### src/rtl/context_fetcher_pkg.sv
// context_fetcher_pkg: shared state encodings and context ids for the dual-context fetcher
package context_fetcher_pkg;
    localparam logic [2:0] CORE_IDLE   = 3'b000;
    localparam logic [2:0] CORE_FETCH  = 3'b001;
    localparam logic [2:0] CORE_UPDATE = 3'b110;
    localparam logic [2:0] CORE_DONE   = 3'b111;
    localparam logic CTX_A = 1'b0;
    localparam logic CTX_B = 1'b1;
    typedef enum logic [2:0] {
        FETCHER_IDLE     = 3'b000,
        FETCHER_FETCHING = 3'b001,
        FETCHER_FETCHED  = 3'b010
    } fetcher_state_t;
    typedef enum logic {
        REQ_READY = 1'b0,
        REQ_BUSY  = 1'b1
    } req_state_t;
endpackage

### src/rtl/context_fetcher_buffer.sv
// fetch_ctx_buffer: one context's instruction buffer with tag compare
module fetch_ctx_buffer
    import context_fetcher_pkg::*;
#(
    parameter int ADDR_BITS = 8,
    parameter int DATA_BITS = 16
) (
    input  logic                 clk,
    input  logic                 reset,
    input  logic                 clr,
    input  logic                 wr_en,
    input  logic [ADDR_BITS-1:0] wr_tag,
    input  logic [DATA_BITS-1:0] wr_data,
    input  logic [ADDR_BITS-1:0] pc,
    output logic                 hit,
    output logic [DATA_BITS-1:0] inst
);
    logic                 valid;
    logic [ADDR_BITS-1:0] tag;

    always_ff @(posedge clk or negedge reset) begin
        if (!reset) begin
            valid <= 1'b0;
            tag   <= '0;
            inst  <= '0;
        end else if (wr_en) begin
            valid <= 1'b1;
            tag   <= wr_tag;
            inst  <= wr_data;
        end else if (clr) begin
            valid <= 1'b0;
        end
    end

    assign hit = valid && tag == pc;
endmodule

### src/rtl/context_fetcher.sv
// context_fetcher: per-context instruction buffers behind a single-outstanding program memory port
module context_fetcher
    import context_fetcher_pkg::*;
#(
    parameter int PROGRAM_MEM_ADDR_BITS = 8,
    parameter int PROGRAM_MEM_DATA_BITS = 16
) (
    input  logic                             clk,
    input  logic                             reset,
    input  logic [2:0]                       core_state,
    input  logic                             active_context,
    input  logic [PROGRAM_MEM_ADDR_BITS-1:0] current_pc,
    output logic [2:0]                       fetcher_state,
    output logic [PROGRAM_MEM_DATA_BITS-1:0] instruction,
    output logic                             mem_read_valid,
    output logic [PROGRAM_MEM_ADDR_BITS-1:0] mem_read_address,
    input  logic                             mem_read_ready,
    input  logic [PROGRAM_MEM_DATA_BITS-1:0] mem_read_data
);
    req_state_t                       state, state_next;
    logic                             req_ctx;
    logic [PROGRAM_MEM_ADDR_BITS-1:0] req_addr;
    logic [1:0]                       hit_vec;
    logic [PROGRAM_MEM_DATA_BITS-1:0] inst_vec [2];
    logic                             hit, issue, done;

    for (genvar c = 0; c < 2; c++) begin : g_buf
        fetch_ctx_buffer #(
            .ADDR_BITS(PROGRAM_MEM_ADDR_BITS),
            .DATA_BITS(PROGRAM_MEM_DATA_BITS)
        ) u_buf (
            .clk    (clk),
            .reset  (reset),
            .clr    (issue && active_context == (c == 0 ? CTX_A : CTX_B)),
            .wr_en  (done && req_ctx == (c == 0 ? CTX_A : CTX_B)),
            .wr_tag (req_addr),
            .wr_data(mem_read_data),
            .pc     (current_pc),
            .hit    (hit_vec[c]),
            .inst   (inst_vec[c])
        );
    end

    assign hit   = hit_vec[active_context];
    // Issue is gated on READY, so the completing edge can never also issue: one-cycle bubble.
    assign issue = state == REQ_READY && core_state == CORE_FETCH && !hit;
    assign done  = state == REQ_BUSY && mem_read_ready;

    always_ff @(posedge clk or negedge reset) begin
        if (!reset) state <= REQ_READY;
        else        state <= state_next;
    end

    always_comb begin
        state_next = state;
        if (state == REQ_READY) state_next = issue ? REQ_BUSY : REQ_READY;
        else                    state_next = done ? REQ_READY : REQ_BUSY;
    end

    always_ff @(posedge clk or negedge reset) begin
        if (!reset) begin
            req_ctx  <= CTX_A;
            req_addr <= '0;
        end else if (issue) begin
            req_ctx  <= active_context;
            req_addr <= current_pc;
        end
    end

    assign mem_read_valid   = state == REQ_BUSY;
    assign mem_read_address = req_addr;
    assign instruction      = inst_vec[active_context];
    assign fetcher_state    = (core_state == CORE_FETCH && hit) ? FETCHER_FETCHED
                            : (mem_read_valid && req_ctx == active_context) ? FETCHER_FETCHING
                            : FETCHER_IDLE;
endmodule

### config.mk
export PLATFORM = sky130hd
export DESIGN_NAME = context_fetcher
export DESIGN_NICKNAME = d
export VERILOG_FILES = /design/src/rtl/context_fetcher_pkg.sv /design/src/rtl/context_fetcher_buffer.sv /design/src/rtl/context_fetcher.sv
export SDC_FILE = /design/constraint.sdc
export NUM_CORES = 1
export LEC_CHECK = 0
export ABC_CLOCK_PERIOD_IN_PS = 5800
export CAP_MARGIN = 10
export CORE_MARGIN = 1
export CORE_UTILIZATION = 28
export CTS_BUF_LIST = sky130_fd_sc_hd__clkbuf_16
export CTS_CLUSTER_SIZE = 10
export DETAILED_ROUTE_END_ITERATION = 6
export HOLD_SLACK_MARGIN = 0.12
export SETUP_SLACK_MARGIN = 0.05
export SLEW_MARGIN = 40
export SYNTH_ARGS = -nofsm -noshare
export SYNTH_HDL_FRONTEND = slang
export SYNTH_HIERARCHICAL = 1
export SYNTH_SLANG_ARGS = --single-unit
### constraint.sdc
create_clock -name clk -period 5.8 [get_ports clk]
set_clock_uncertainty 0.05 [all_clocks]
set_input_delay 0.87 -clock clk [delete_from_list [all_inputs] [get_ports clk]]
set_output_delay 0.87 -clock clk [all_outputs]
set_load 0.01 [all_outputs]
Yosys cells after proc, flatten, opt, wreduce, memory -nomap -nowiden

Cells that the tools add are included.

Multiplexer cells: 14
$mul: 0
Order comparisons: 2
Bitwise logic cells: 4
Shift-type cells: 0
Eq/ne operators: 4
Div/mod/pow operators: 0
$add $sub $neg: 0
Reduce and logical (&&, ||, !) cells: 14

Operator list:

| kind                 | count |
|---|---|
| $mux W16             | 3 |
| $eq A8 B8 Y1         | 2 |
| $logic_and A1 B1 Y1  | 11 |
| $mux W1              | 10 |
| $reduce_bool A2 Y1   | 2 |
| $eq A3 B1 Y1 const B | 1 |
| $mux W3              | 1 |
| $not A1 Y1           | 3 |
| $ge A2 B2 Y1 const B | 1 |
| $lt A1 B2 Y1 const B | 1 |
| $not A1 Y2           | 1 |
| $eq A1 B1 Y1         | 1 |
| $logic_not A1 Y1     | 1 |

Memories kept: 0
Bits in registers: 60
Memory bits (read-only): 0
Latch bits: 0
Output and inout bits: 28
Input bits: 31
Logic and storage cells: 47
Bits in writable memories: 0

Logic depth before layout (Yosys ltp)

Depth in word-level cells: 9
Gate-level depth with buffers: 6
Mapped depth without buffers: 6

Modules after synthesis

The synthesis kept the hierarchy.

By module, submodules not included:

| module           | cells each | instances | sequential area each (um2) | area an instance (um2) |
|---|---|---|---|---|
| fetch_ctx_buffer | 66         | 2         | 625.6                      | 1119.8 |
| context_fetcher  | 55         | 1         | 250.2                      | 688.2 |

Worst setup path before layout

No wires, ideal clock.

Path type: input-to-output
From: in current_pc[1]
To: out fetcher_state[1]
Data required time: 4.880 ns
Slack: 2.970 ns
Data arrival time: 1.910 ns
Path buffers: 0
Stages: 5
Cells stage by stage: xnor2_1 nand4_1 nor3_1 mux2i_2 nor2_1

Word-level cells in the longest chain between the ends: 6
Elaborated cells between the ends (all ways): 8
Those cells by class: 2 x eq/ne; 3 x mux; 3 x reduce/logical

RTL lines:

| element                                     | RTL line                     | text |
|---|---|---|
| from (decl)                                 | context_fetcher.sv:12        | `input logic [PROGRAM_MEM_ADDR_BITS-1:0] current_pc,` |
| $eq A8 B8 Y1                                | context_fetcher_buffer.sv:35 | `assign hit = valid && tag == pc;` |
| $logic_and A1 B1 Y1                         | context_fetcher_buffer.sv:35 |  |
| via hit_vec[1]                              | context_fetcher.sv:23        | `logic [1:0] hit_vec;` |
| $mux W1 (not written as such) (2 in series) | context_fetcher.sv:44        | `assign hit = hit_vec[active_context];` |
| $logic_and A1 B1 Y1                         | context_fetcher.sv:73        | `assign fetcher_state = (core_state == CORE_FETCH && hit) ? FETCHER_FETCHED` |
| $mux W3                                     | context_fetcher.sv:73        |  |
| to (decl)                                   | context_fetcher.sv:13        | `output logic [2:0] fetcher_state,` |

The timed path passes the listed nets, and every way through them passes these cells. The select of a mux whose other input is x is not followed.

Worst setup path in the final report

Same ends and word-level chain as after synthesis.

==> flow_metrics.tcl <==
set metrics [dict create \
    status "finished clean" \
    final_cell_area_um2 3850 \
    cp_top_family "buffers and inverters" \
    finalCriticalPeriod_ns 4.08 \
    dieWidth_um 104 \
    use_met1_pct 14.4 \
    cpPeakStageDelay_ns 0.57 \
    async_flop_share_pct 100 \
    peakVddDrop_v 0.000164 \
    required_ns 4.88 \
    cp.buffers_inverters 2 \
    drt_iter0_drc 27 \
    drc_errors 0 \
    ys_types 27 \
    antenna_cells 0 \
    start_util_pct 29.4 \
    fin_crit_sh_pct 70.4 \
    end_kind "output pin" \
    setup-tns-final_ns 0 \
    p_per_area_nw_per_um2 447 \
    synth_area_um2 2930 \
    dieArea_um2 10900 \
    rows 36 \
    ys_seq_area_share_pct 51.3 \
    p_int_mw 1.27 \
    ys_ff_latch 60 \
    routed_wl_um 5660 \
    synthCells 187 \
    dpl_cell_area_um2 3580 \
    worstMarginPinSlew_ns 0.633 \
    cp-start-kind "input pin" \
    wl_per_cell_um 14.7 \
    layout-drive-gt1-share_pct 38.3 \
    grt_usage_pct 11.5 \
    clock-sinks 60 \
    path_cells "clkdlybuf4s50_1, xnor2_1, nand4_1, nor3_1, mux2i_2, nor2_1, clkdlybuf4s50_1" \
    clk_pin_slew_ns 0.06 \
    worstSetupPathType "in -> out" \
    layout_common_cells "dfrtp_1, clkdlybuf4s50_1, mux2_4" \
    cp_common_cell "clkdlybuf4s50_1" \
    path_max_fanout 3 \
    yosys_warnings 6 \
    netSwitchingFraction_pct 26.6 \
    synth_flop_cell "dfrtp_1" \
    grt_remaining_overflow 0 \
    setup_viol 0 \
    hold_violations 0 \
    busiest_layer "met2" \
    power_frac_seq_pct 40.5 \
    combPwrFrac_pct 32.1 \
    layout-area-overhead-vs-synth_pct 31.7 \
    cts_resized 0 \
    syn_avg_cell_area_um2 15.7 \
    post_drt_via_cell_ratio 4.28 \
    dp_hpwl_um 3690 \
    maxCapViolCount 0 \
    power_frac_clock_pct 27.4 \
    power_leakage_nw 1.60 \
    fillers 943 \
    htreeDepth 3 \
    yosysTopAreaCell "dfrtp_1" \
    grt_pass1_vias 1856 \
    utilization_pct 38.7 \
    yosys.area.top_type_share_pct 51.3 \
    crit_slowest_cell "nor3_1" \
    cts_tree "yes" \
    synth.top_cells.by_area "dfrtp_1, mux2_4, mux2_2" \
    drv_slew 0 \
    timing.slew.headroom_pct 57.5 \
    layout_commonest_cell "dfrtp_1" \
    io_buffers 57 \
    clock_path_buffers 2 \
    grt_use_met2_pct 17.3 \
    hold_path.class "reg -> reg" \
    synth_edf_count 0 \
    grt_max_degree 61 \
    finalNetCount 279 \
    core_um2 9950 \
    rsz0062_at_grt "no" \
    gp_congestion 0.678 \
    dr.pass1.iters 4 \
    cts_root_buf "clkbuf_16" \
    post-cts-setup-buffers 0 \
    pin_count 59 \
    p_sw_mw 0.458 \
    vias 1651 \
    ctsHoldBuffers 0 \
    cts_made_buffers 9 \
    grt_pass1_wl_um 9540 \
    clk_latency_ns 0.32 \
    die_h_um 104 \
    synth_nets 218 \
    antenna_found_initial 1 \
    max_freq_mhz 245 \
    global_route.usage.met3_pct 4.76 \
    ant_nets 0 \
    critPathArrivalTime_ns 3.16 \
]
==> cell type report <==
type	instances	area, um^2	share of cell area [%]
Inverter	3	11.3	0.292
Timing Repair Buffer	59	599	15.5
Sequential cell	60	1500	38.9
Clock buffer	9	225	5.84
Clock inverter	7	43.8	1.14
Multi-Input combinational cell	115	1310	33.9
Tap cell	133	166	4.32
==> worst reg2reg max path, cell delays in order (launching register included) <==
cell     delay (ns)
dfrtp_1        0.39
xnor2_1        0.15
nand4_1        0.18
nor3_1         0.57
mux2i_2        0.20
nand3_4        0.22
mux2_2         0.36
==> cells in the mapped netlist (2+ instances only) <==
library cell,number
nand2_1,4
mux2_2,33
buf_2,2
a21o_1,3
nor2_1,2
nand3_1,2
xnor2_1,16
mux2_4,39
buf_6,2
dfrtp_1,60
inv_1,3
buf_12,4
nor3_1,2
nand4_1,2
==> routing by layer <==
metal	routed length, um	vias to the layer above	part of all wire [%]
met3	370	10	6.5
met1	2680	816	47
li1	-	775	-
met2	2550	48	45
met4	51	2	0.90
met5	9	-	0.16
==> logic make-up (layout without fill, tap and decap cells) <==
logic type	after synthesis	after routing	share of synthesized area [%]
and+or+nand+nor	18	18	4.53
DFF	60	60	51.3
other	1	1	0.128
xor gates and xnor gates	16	16	4.79
AOI/OAI and AO/OA	7	7	1.62
muxes	73	73	33.2
buffers and inverters	12	78	4.49
==> power groups by stage <==
stage,logic (mW),clock network (mW),registers (mW)
CTS,0.562,0.491,0.700
global placement,0.551,0,0.700
floorplan,0.376,0,0.679
detailed placement,0.556,0,0.702
global route,0.600,0.509,0.721
finish,0.554,0.472,0.698
==> sequential cells by signal, summed over array words and instances (netlist names) <==
| name | flops |
|---|---|
| g_buf.u_buf/inst | 32 |
| g_buf.u_buf/tag | 16 |
| g_buf.u_buf/valid | 2 |
| mem_read_address | 8 |
| mem_read_valid | 1 |
| req_ctx | 1 |
==> final timing paths <==
kind / from / endpoint / slack [ns] / cells after the start
worst max-delay path: current_pc[1] / fetcher_state[1] / 1.72 / 7
worst min-delay path: g_buf[1].u_buf/valid / g_buf[1].u_buf/valid / 0.43 / 1
worst max register to register: g_buf[1].u_buf/tag[1] / mem_read_address[6] / 3.56 / 6
worst min register to register: g_buf[1].u_buf/valid / g_buf[1].u_buf/valid / 0.43 / 1
max in group asynchronous: reset / g_buf[1].u_buf/inst[10] / 4.74 / 2
min in group asynchronous: reset / mem_read_address[0] / 0.55 / 2
==> per-stage QoR <==
step / power (mW) / setup slack [ns] / hold WS, ns / cells
6_report: 1.72 / 1.72 / 0.434 / 386
5_1_grt: 1.83 / 1.52 / 0.450 / 386
4_1_cts: 1.75 / 1.72 / 0.436 / 386
3_5_place_dp: 1.26 / 1.72 / 0.423 / 370
3_3_place_gp: 1.25 / 1.76 / 0.413 / 369
2_1_floorplan: 1.05 / 2.97 / 0.403 / 187
Note: power is estimated with default switching activity, not from simulation.
